==> src/rtl/exe_mem_pipe_buf_pkg.sv <==
// Shared pipeline definitions for the EXE->MEM stage buffer.
// Provides control-bit indices, default widths and the payload record layout.
package pipe_pkg;

    localparam int CTRL_W       = 3;
    localparam int REG_ADDR_W   = 4;
    localparam int DATA_W       = 32;

    localparam int WB_EN_BIT    = 0;
    localparam int MEM_R_EN_BIT = 1;
    localparam int MEM_W_EN_BIT = 2;

    typedef struct packed {
        logic [CTRL_W-1:0]     ctrl;
        logic [REG_ADDR_W-1:0] dest;
        logic [DATA_W-1:0]     alu_res;
        logic [DATA_W-1:0]     val_rm;
    } exe_mem_payload_t;

endpackage : pipe_pkg

==> src/rtl/exe_mem_pipe_buf_if.sv <==
// Handshake bundle between EXE, the stage buffer and MEM.
// The hazard-compare signals only exist when HAZARD_CHECK_EN is defined.
interface exe_mem_pipe_buf_if #(
    parameter int DATA_W = 32,
    parameter int DEST_W = 4,
    parameter int CTRL_W = 3,
    parameter int DEPTH  = 2
);
    logic                       flush;
    logic                       freeze;
    logic                       in_valid;
    logic                       in_ready;
    logic [CTRL_W-1:0]          in_ctrl;
    logic [DEST_W-1:0]          in_dest;
    logic [DATA_W-1:0]          in_alu_res;
    logic [DATA_W-1:0]          in_val_rm;
    logic                       out_valid;
    logic                       out_ready;
    logic [CTRL_W-1:0]          out_ctrl;
    logic [DEST_W-1:0]          out_dest;
    logic [DATA_W-1:0]          out_alu_res;
    logic [DATA_W-1:0]          out_val_rm;
    logic [$clog2(DEPTH+1)-1:0] count;
`ifdef HAZARD_CHECK_EN
    logic [DEST_W-1:0]          hz_src1;
    logic [DEST_W-1:0]          hz_src2;
    logic                       hz_hit;
`endif

    // Pipeline side driving the buffer (EXE inputs plus MEM ready).
    modport master (
        output flush, freeze, in_valid, in_ctrl, in_dest, in_alu_res, in_val_rm, out_ready,
        input  in_ready, out_valid, out_ctrl, out_dest, out_alu_res, out_val_rm, count
`ifdef HAZARD_CHECK_EN
        , output hz_src1, hz_src2
        , input  hz_hit
`endif
    );

    // The buffer itself.
    modport slave (
        input  flush, freeze, in_valid, in_ctrl, in_dest, in_alu_res, in_val_rm, out_ready,
        output in_ready, out_valid, out_ctrl, out_dest, out_alu_res, out_val_rm, count
`ifdef HAZARD_CHECK_EN
        , input  hz_src1, hz_src2
        , output hz_hit
`endif
    );

endinterface : exe_mem_pipe_buf_if

==> src/rtl/exe_mem_pipe_buf_store.sv <==
// Payload storage for the stage buffer: one write port, asynchronous read mux.
// With HAZARD_CHECK_EN the whole array is also exposed for the dest compare.
module pipe_buf_store #(
    parameter int DEPTH = 2,
    parameter int WIDTH = 71,
    parameter int PTR_W = 1
) (
    input  logic             clk,
    input  logic             rst,
    input  logic             wr_en,
    input  logic [PTR_W-1:0] wr_ptr,
    input  logic [WIDTH-1:0] wr_data,
    input  logic [PTR_W-1:0] rd_ptr,
    output logic [WIDTH-1:0] rd_data
`ifdef HAZARD_CHECK_EN
    ,
    output logic [WIDTH-1:0] mem_q [DEPTH]
`endif
);

    logic [WIDTH-1:0] mem_r [DEPTH];

    // Entry array, written at the write pointer on an accepted push.
    always_ff @(posedge clk or posedge rst) begin
        if (rst) begin
            for (int i = 0; i < DEPTH; i++) begin
                mem_r[i] <= {WIDTH{1'b0}};
            end
        end else if (wr_en) begin
            mem_r[wr_ptr] <= wr_data;
        end
    end

    assign rd_data = mem_r[rd_ptr];

`ifdef HAZARD_CHECK_EN
    assign mem_q = mem_r;
`endif

endmodule : pipe_buf_store

==> src/rtl/exe_mem_pipe_buf.sv <==
// EXE->MEM elastic stage buffer, DEPTH entries, valid/ready on both sides.
// Optional macro HAZARD_CHECK_EN adds the hz_src1/hz_src2 -> hz_hit compare.
module exe_mem_pipe_buf #(
    parameter int DATA_W = pipe_pkg::DATA_W,
    parameter int DEST_W = pipe_pkg::REG_ADDR_W,
    parameter int CTRL_W = pipe_pkg::CTRL_W,
    parameter int DEPTH  = 2
) (
    input logic                clk,
    input logic                rst,
    exe_mem_pipe_buf_if.slave  bus
);
    import pipe_pkg::*;

    localparam int PTR_W   = (DEPTH > 1) ? $clog2(DEPTH) : 1;
    localparam int CNT_W   = $clog2(DEPTH + 1);
    localparam int WIDTH   = CTRL_W + DEST_W + 2 * DATA_W;

    logic [PTR_W-1:0] wr_ptr_r, rd_ptr_r, wr_ptr_nxt_s, rd_ptr_nxt_s;
    logic [CNT_W-1:0] count_r, count_nxt_s;
    logic [DEPTH-1:0] valid_r, valid_nxt_s;
    logic             full_s, push_s, pop_s, head_valid_s;
    logic [WIDTH-1:0] wr_data_s, rd_data_s;

    // Explicit wrap so non-power-of-two depths work.
    function automatic logic [PTR_W-1:0] ptr_inc(input logic [PTR_W-1:0] p);
        if (p == PTR_W'(DEPTH - 1)) begin
            return {PTR_W{1'b0}};
        end else begin
            return p + PTR_W'(1);
        end
    endfunction

    assign full_s       = (count_r == CNT_W'(DEPTH));
    assign head_valid_s = (count_r != {CNT_W{1'b0}});
    assign bus.in_ready = !full_s && !bus.freeze && !bus.flush;
    assign push_s       = bus.in_valid && bus.in_ready;
    assign pop_s        = head_valid_s && bus.out_ready && !bus.freeze && !bus.flush;
    assign wr_data_s    = {bus.in_ctrl, bus.in_dest, bus.in_alu_res, bus.in_val_rm};

`ifdef HAZARD_CHECK_EN
    logic [WIDTH-1:0] mem_q_s [DEPTH];
`endif

    pipe_buf_store #(
        .DEPTH (DEPTH),
        .WIDTH (WIDTH),
        .PTR_W (PTR_W)
    ) u_store (
        .clk     (clk),
        .rst     (rst),
        .wr_en   (push_s),
        .wr_ptr  (wr_ptr_r),
        .wr_data (wr_data_s),
        .rd_ptr  (rd_ptr_r),
        .rd_data (rd_data_s)
`ifdef HAZARD_CHECK_EN
        ,
        .mem_q   (mem_q_s)
`endif
    );

    // Next pointer, occupancy and per-entry valid state from push/pop.
    always_comb begin
        wr_ptr_nxt_s = wr_ptr_r;
        rd_ptr_nxt_s = rd_ptr_r;
        valid_nxt_s  = valid_r;
        count_nxt_s  = count_r;
        if (push_s) begin
            valid_nxt_s[wr_ptr_r] = 1'b1;
            wr_ptr_nxt_s          = ptr_inc(wr_ptr_r);
        end else begin
            wr_ptr_nxt_s = wr_ptr_r;
        end
        if (pop_s) begin
            valid_nxt_s[rd_ptr_r] = 1'b0;
            rd_ptr_nxt_s          = ptr_inc(rd_ptr_r);
        end else begin
            rd_ptr_nxt_s = rd_ptr_r;
        end
        case ({push_s, pop_s})
            2'b10:   count_nxt_s = count_r + CNT_W'(1);
            2'b01:   count_nxt_s = count_r - CNT_W'(1);
            default: count_nxt_s = count_r;
        endcase
    end

    // Control state: flush empties the buffer, freeze holds everything.
    always_ff @(posedge clk or posedge rst) begin
        if (rst) begin
            wr_ptr_r <= {PTR_W{1'b0}};
            rd_ptr_r <= {PTR_W{1'b0}};
            count_r  <= {CNT_W{1'b0}};
            valid_r  <= {DEPTH{1'b0}};
        end else if (bus.flush) begin
            wr_ptr_r <= {PTR_W{1'b0}};
            rd_ptr_r <= {PTR_W{1'b0}};
            count_r  <= {CNT_W{1'b0}};
            valid_r  <= {DEPTH{1'b0}};
        end else if (!bus.freeze) begin
            wr_ptr_r <= wr_ptr_nxt_s;
            rd_ptr_r <= rd_ptr_nxt_s;
            count_r  <= count_nxt_s;
            valid_r  <= valid_nxt_s;
        end
    end

    // Head presentation; a bubble shows all-zero so MEM never sees stale enables.
    always_comb begin
        bus.out_valid = head_valid_s;
        if (head_valid_s) begin
            {bus.out_ctrl, bus.out_dest, bus.out_alu_res, bus.out_val_rm} = rd_data_s;
        end else begin
            {bus.out_ctrl, bus.out_dest, bus.out_alu_res, bus.out_val_rm} = {WIDTH{1'b0}};
        end
    end

    assign bus.count = count_r;

`ifdef HAZARD_CHECK_EN
    // Any live entry that will write back to a register decode wants to read.
    always_comb begin
        bus.hz_hit = 1'b0;
        for (int i = 0; i < DEPTH; i++) begin
            if (valid_r[i] && mem_q_s[i][2*DATA_W + DEST_W + WB_EN_BIT] &&
                ((mem_q_s[i][2*DATA_W +: DEST_W] == bus.hz_src1) ||
                 (mem_q_s[i][2*DATA_W +: DEST_W] == bus.hz_src2))) begin
                bus.hz_hit = 1'b1;
            end else begin
                bus.hz_hit = bus.hz_hit;
            end
        end
    end
`endif

endmodule : exe_mem_pipe_buf

==> src/flat_wrapper.sv <==
// flat-port wrapper written by rule: the top's interface ports become plain ports
module exe_mem_pipe_buf_flat import pipe_pkg::*;
#(
    parameter int DATA_W = pipe_pkg::DATA_W,
    parameter int DEST_W = pipe_pkg::REG_ADDR_W,
    parameter int CTRL_W = pipe_pkg::CTRL_W,
    parameter int DEPTH  = 2
)
  (clk, rst, bus_flush, bus_freeze, bus_in_valid, bus_in_ctrl, bus_in_dest, bus_in_alu_res, bus_in_val_rm, bus_out_ready, bus_in_ready, bus_out_valid, bus_out_ctrl, bus_out_dest, bus_out_alu_res, bus_out_val_rm, bus_count);
  exe_mem_pipe_buf_if #(.DATA_W(DATA_W), .DEST_W(DEST_W), .CTRL_W(CTRL_W), .DEPTH(DEPTH)) bus_i ();
  input logic clk;
  input logic rst;
  input wire logic [$bits(bus_i.flush)-1:0] bus_flush;
  input wire logic [$bits(bus_i.freeze)-1:0] bus_freeze;
  input wire logic [$bits(bus_i.in_valid)-1:0] bus_in_valid;
  input wire logic [$bits(bus_i.in_ctrl)-1:0] bus_in_ctrl;
  input wire logic [$bits(bus_i.in_dest)-1:0] bus_in_dest;
  input wire logic [$bits(bus_i.in_alu_res)-1:0] bus_in_alu_res;
  input wire logic [$bits(bus_i.in_val_rm)-1:0] bus_in_val_rm;
  input wire logic [$bits(bus_i.out_ready)-1:0] bus_out_ready;
  output wire logic [$bits(bus_i.in_ready)-1:0] bus_in_ready;
  output wire logic [$bits(bus_i.out_valid)-1:0] bus_out_valid;
  output wire logic [$bits(bus_i.out_ctrl)-1:0] bus_out_ctrl;
  output wire logic [$bits(bus_i.out_dest)-1:0] bus_out_dest;
  output wire logic [$bits(bus_i.out_alu_res)-1:0] bus_out_alu_res;
  output wire logic [$bits(bus_i.out_val_rm)-1:0] bus_out_val_rm;
  output wire logic [$bits(bus_i.count)-1:0] bus_count;
  assign bus_i.flush = bus_flush;
  assign bus_i.freeze = bus_freeze;
  assign bus_i.in_valid = bus_in_valid;
  assign bus_i.in_ctrl = bus_in_ctrl;
  assign bus_i.in_dest = bus_in_dest;
  assign bus_i.in_alu_res = bus_in_alu_res;
  assign bus_i.in_val_rm = bus_in_val_rm;
  assign bus_i.out_ready = bus_out_ready;
  assign bus_in_ready = bus_i.in_ready;
  assign bus_out_valid = bus_i.out_valid;
  assign bus_out_ctrl = bus_i.out_ctrl;
  assign bus_out_dest = bus_i.out_dest;
  assign bus_out_alu_res = bus_i.out_alu_res;
  assign bus_out_val_rm = bus_i.out_val_rm;
  assign bus_count = bus_i.count;
  exe_mem_pipe_buf #(.DATA_W(DATA_W), .DEST_W(DEST_W), .CTRL_W(CTRL_W), .DEPTH(DEPTH)) u_core (.clk(clk), .rst(rst), .bus(bus_i));
endmodule
==> config.mk <==
export PLATFORM = sky130hd
export DESIGN_NAME = exe_mem_pipe_buf_flat
export DESIGN_NICKNAME = d
export VERILOG_FILES = /design/src/rtl/exe_mem_pipe_buf_pkg.sv /design/src/rtl/exe_mem_pipe_buf_if.sv /design/src/rtl/exe_mem_pipe_buf_store.sv /design/src/rtl/exe_mem_pipe_buf.sv /design/src/flat_wrapper.sv
export SDC_FILE = /design/constraint.sdc
export NUM_CORES = 1
export LEC_CHECK = 0
export CORE_UTILIZATION = 51
export DETAILED_ROUTE_END_ITERATION = 16
export PLACE_DENSITY = 0.83
export SKIP_CTS_REPAIR_TIMING = 1
export SYNTH_ARGS = -nofsm -noshare
export SYNTH_HDL_FRONTEND = slang
export SYNTH_HIERARCHICAL = 1
export SYNTH_SLANG_ARGS = --single-unit
==> constraint.sdc <==
create_clock -name clk -period 5.31 [get_ports clk]
set_clock_uncertainty 0.1 [all_clocks]
set_input_delay 1.062 -clock clk [delete_from_list [all_inputs] [get_ports clk]]
set_output_delay 1.062 -clock clk [all_outputs]
set_load 0.02 [all_outputs]
==> results of run 1 <==
==> cell usage in the layout, fill, tap and decap left out, drive strengths merged <==
cell type	instances
nor2b	2
xnor2	1
nor3	2
or3	3
nor2	2
mux2	213
or2b	1
clkdlybuf4s50	151
a21oi	4
clkinv	7
nand2	1
buf	4
and2	71
dfrtp	146
and4bb	1
nand2b	3
o21ai	3
inv	3
clkbuf	20
o32ai	1
bufinv	5
mux2i	1
==> registers in the layout (all words and copies together), names as in the netlist <==
name,count
u_core/bus.count,2
u_core/rd_ptr_r,1
u_core/wr_ptr_r,1
u_core/u_store/mem_r,142
==> layout make-up <==
cell class / instances / area [sq um] / area share
multi-input combinational: 309 / 3010 / 0.332
clock buffer: 20 / 457 / 0.0502
timing repair buffer: 155 / 1540 / 0.170
sequential: 146 / 3650 / 0.402
tap: 176 / 220 / 0.0242
clock inverter: 12 / 185 / 0.0204
inverter: 3 / 16.3 / 0.00179
==> metrics by stage <==
step	power, uW	hold WS [ns]	utilization
3_5_place_dp	2210	0.372	0.640
3_3_place_gp	2160	0.366	0.640
2_1_floorplan	1950	0.354	-
5_1_grt	3640	0.410	0.689
6_report	3480	0.385	0.689
4_1_cts	3520	0.390	0.689
==> routing by layer <==
layer / wire (microns) / track usage / up-vias
met4: 254 / 0.0849 / 0
met1: 6450 / 0.284 / 2162
met3: 684 / 0.0666 / 24
li1: - / - / 1991
met2: 6770 / 0.354 / 123
met5: 0 / 0 / -
==> logic make-up (layout without fill, tap and decap cells) <==
| logic type | after synthesis | count (layout) | share of synthesized area |
|---|---|---|---|
| compound gates | 8 | 8 | 0.00636 |
| mux | 214 | 214 | 0.350 |
| xor+xnor | 1 | 1 | 0.00127 |
| buf+inv | 33 | 190 | 0.0333 |
| simple gates | 86 | 86 | 0.0782 |
| flops | 146 | 146 | 0.531 |
==> how the worst max path moves through the flow <==
stage	endpoint	cells after the start	startpoint	slack (ns)
after floorplan	u_core/u_store/mem_r[0]	1	rst	0.34
after global placement	bus_out_val_rm[1]	4	u_core/rd_ptr_r	1.55
after detailed placement	bus_out_alu_res[7]	4	u_core/rd_ptr_r	1.56
after CTS	bus_out_alu_res[7]	4	u_core/rd_ptr_r	1.08
after global routing	bus_out_val_rm[8]	4	u_core/rd_ptr_r	0.98
final	bus_out_val_rm[8]	4	u_core/rd_ptr_r	1.12
==> power by group through the flow <==
stage	combinational (uW)	clock [uW]	sequential (uW)
after detailed placement	685	0	1520
after global routing	743	1360	1540
after floorplan	482	0	1470
after global placement	658	0	1500
final	684	1290	1500
after CTS	694	1320	1510
==> reports/results.ini, run 1 <==
[outcome]
outcome = complete, no violations

[worst_setup_path]
cp_slowest_cell = dfrtp_2
slowest_delay_ns = 0.90
reg2reg_depth = 4
crit_path_end_kind = primary output
r2r_end = u_core/u_store/mem_r[14]
rrSetupSlack_ns = 2.80
worstSetupPathType = reg -> out
cp_max_fo = 39
startpoint_type = register
worstPathRequired_ns = 4.15
r2r-start = u_core/bus.count[1]
crit_arrival_ns = 3.03
path_cells = buf_4, mux2_2, and2_1, clkdlybuf4s50_1
cp_num_buf_inv = 2
crit_family = buffers and inverters

[sta]
worstMarginPinSlew_ns = 1.01
fin_tns_setup_ns = 0
post-route-period-util = 0.789
worst_slew_margin_rel = 0.324
slew_violations = 0
final-setup-viol-count = 0
hold_violations = 0
rsz0062_at_grt = no
fmax_mhz = 239
fin_ws_ns = 1.12
layout_min_cycle_time_ns = 4.19

[place]
portBuffers = 151
gp_congestion = 0.778
placedCellCount = 789
place_hpwl_microns = 8890
placed_area_sq_um = 8450
pre_cts_slack_ns = 1.56

[final_layout]
areaGrowthSynthToFinish_pct = 32.1
final_cell_area_sq_um = 9090
fin_cells = 821
n_antenna_cell = 0
drive_gt1_frac = 0.384
nets = 709
fill_cells = 933

[power_and_ir_drop]
p_leak_uw = 0.00386
power.switching_uw = 818
power.share.clock = 0.371
switching_share = 0.235
share_comb_of_total_power = 0.197
p_per_area_nw_per_um2 = 383
p_seq_frac = 0.433
internal-power_uw = 2660
ir_worst_vdd_mv = 0.231

[clock_network]
cts_made_buffers = 17
cts-htree-levels = 4
cts.clk_slew.worst_paths_ns = 0.06
cts_tree = built
clk_latency_ns = 0.42
cts_buffer_depth = 2
cts_root_buf = clkbuf_16
clock_sinks = 146

[yosys]
postSynthRegisterBits = 146
syn_area_per_cell_sq_um = 14.1
synth_top_area_frac = 0.531
synth_commonest_cells = mux2_2 (207), dfrtp_1 (146), and2_1 (71)
async_flop_share = 1.00
synth_warnings = 6
yosysMostFrequentCell = mux2_2
ys_types = 24
synthFlopType = dfrtp_1
mappedNetlistArea_sq_um = 6880
syn_nets = 565
yosysSeqAreaShare = 0.531
netlist_instances = 488
synthTopCellsByArea = dfrtp_1 (53%), mux2_2 (34%), and2_1 (6.5%)
synth.largest_area_cell = dfrtp_1
synth-edff-count = 0

[hold_path]
hp-class = reg -> reg
hold_path_startpoint = u_core/u_store/mem_r[141]
hold_end = u_core/u_store/mem_r[141]
hold_path_depth = 1

[drt]
firstDrtPassIters = 7
vias = 4300
drt_iter0_drc = 145
drt-wirelength-per-cell_microns = 17.2
via_per_inst = 5.24
drt_wl_total_microns = 14200
route.detailed.drc = 0
final_antenna_net_count = 0

[grt]
grt_usage = 0.221
grt_max_degree = 115
antenna_found_initial = 0
grt_pass1_wl_microns = 23600
grt_pass1_vias = 4760
overflow = 0

[die]
initial_utilization = 0.522
ioPinCount = 152
die_area_sq_um = 14000
rows = 42
core_area_sq_um = 13200
die_h_microns = 118
die_w_microns = 118

[flow_run]
cap_violations = 0

No activity file was read; power rests on OpenSTA's default activity.
==> inputs of run 2 (changes only) <==
Clock period 5.31 ns to 3.92 ns, I/O delays scaled along.
==> run 2 against run 1 <==
Via count fell by 0.35%. Sequential power rose by 35%. Clock-buffer cell count did not move. Final area rose by 0.92%. Sequential share of layout area fell by 0.37 points. Clock power rose by 38%. Sequential cell count did not move. Global-route usage fell by 0.36 points. Combinational power rose by 37%. Highest routed layer unchanged.
==> reports/results.ini, run 2 (synthesis gave the netlist of run 1 again) <==
[die]
die_w_microns = 118
core_area_sq_um = 13200
initial_utilization = 0.522
rows = 42
die_h_microns = 118
die_area_sq_um = 14000
ioPinCount = 152

[grt]
overflow = 0
antenna_found_initial = 0
grt_usage = 0.218
grt_pass1_wl_microns = 23500
grt_max_degree = 143
grt_pass1_vias = 4647

[worst_setup_path]
startpoint_type = register
crit_path_end_kind = primary output
cp_slowest_cell = dfrtp_2
crit_arrival_ns = 2.76
slowest_delay_ns = 0.91
worstSetupPathType = reg -> out
reg2reg_depth = 5
path_cells = buf_4, mux2_2, and2_1, clkdlybuf4s50_1
worstPathRequired_ns = 3.04
r2r-start = u_core/bus.count[1]
rrSetupSlack_ns = 1.54
cp_max_fo = 35
r2r_end = u_core/u_store/mem_r[112]
crit_family = flip-flops
cp_num_buf_inv = 2

[sta]
final-setup-viol-count = 0
hold_violations = 0
worstMarginPinSlew_ns = 0.836
fmax_mhz = 274
slew_violations = 0
rsz0062_at_grt = no
layout_min_cycle_time_ns = 3.65
fin_tns_setup_ns = 0
holdWs_ns = 0.390
worst_slew_margin_rel = 0.443
post-route-period-util = 0.930

[clock_network]
cts.clk_slew.worst_paths_ns = 0.06
cts_buffer_depth = 2
cts_made_buffers = 17
cts_root_buf = clkbuf_16
clk_latency_ns = 0.41
clock_sinks = 146
cts-htree-levels = 4
cts_tree = built

[final_layout]
regMostFlops = u_core/u_store/mem_r
layout_commonest_cell = mux2_2
most-common-layout-cells = mux2_2 (207), clkdlybuf4s50_1 (151), dfrtp_1 (145)
n_antenna_cell = 0
nets = 713
areaGrowthSynthToFinish_pct = 33.3
largest_reg_flops = 142
drive_gt1_frac = 0.388
fin_util = 0.695
fill_cells = 922

[power_and_ir_drop]
power.share.clock = 0.376
internal-power_uw = 3620
p_seq_frac = 0.428
power.switching_uw = 1130
share_comb_of_total_power = 0.197
switching_share = 0.238
p_leak_uw = 0.00388
p_per_area_nw_per_um2 = 518
ir_worst_vdd_mv = 0.298

[place]
gp_congestion = 0.747
place_hpwl_microns = 9210
portBuffers = 151

[drt]
drt_iter0_drc = 187
via_per_inst = 5.19
drt_wl_total_microns = 14200
vias = 4285
firstDrtPassIters = 6
final_antenna_net_count = 0
route.detailed.drc = 0
drt-wirelength-per-cell_microns = 17.2

[hold_path]
hold_end = u_core/u_store/mem_r[141]
hold_path_depth = 1
hold_path_startpoint = u_core/u_store/mem_r[141]
hp-class = reg -> reg

[flow_run]
cap_violations = 0

[outcome]
outcome = complete, no violations

run 2: worst register-to-register path: cells and delay by family (launching register included):
kind / cells / cell delay (ns)
multiplexers: 1 / 0.44
buffers and inverters: 1 / 0.47
flip-flops: 1 / 0.43
AND/OR/NAND/NOR: 3 / 0.83
run 2: how the worst max path moves through the flow:
stage | from | end | cells after the start
2_1_floorplan | rst | u_core/u_store/mem_r[0] | 1
3_3_place_gp | u_core/rd_ptr_r | bus_out_ctrl[1] | 4
3_5_place_dp | u_core/rd_ptr_r | bus_out_ctrl[2] | 4
4_1_cts | u_core/rd_ptr_r | bus_out_ctrl[2] | 4
5_1_grt | u_core/rd_ptr_r | bus_out_ctrl[1] | 4
6_report | u_core/rd_ptr_r | bus_out_ctrl[1] | 4
run 2: final cells by class:
cell class | count | area (sq um) | share of cell area
Clock inverter | 12 | 203 | 0.0221
Inverter | 3 | 15.0 | 0.00164
Tap cell | 176 | 220 | 0.0240
Sequential cell | 146 | 3650 | 0.398
Clock buffer | 20 | 457 | 0.0498
Multi-Input combinational cell | 309 | 3010 | 0.329
Timing Repair Buffer | 159 | 1610 | 0.175
run 2: power groups by stage:
stage	combinational (uW)	sequential [uW]	clock, uW
detailed placement	938	2050	0
CTS	948	2030	1820
global placement	899	2020	0
finish	934	2030	1780
floorplan	653	1990	0
global route	1010	2080	1890
run 2: layer usage:
metal / GRT usage / vias up / wire length (microns)
li1: - / 2002 / -
met1: 0.277 / 2152 / 6330
met2: 0.360 / 114 / 7000
met3: 0.0560 / 17 / 666
met4: 0.0793 / 0 / 216
met5: 0 / - / 0
run 2: per-stage QoR:
stage          setup WS, ns  area [sq um]  std cells  total power (uW)
2_1_floorplan          1.26          6890        488              2640
3_5_place_dp          0.667          8510        793              2990
3_3_place_gp          0.708          8510        793              2920
4_1_cts               0.194          9170        825              4800
6_report              0.273          9170        825              4750
5_1_grt               0.147          9170        825              4980
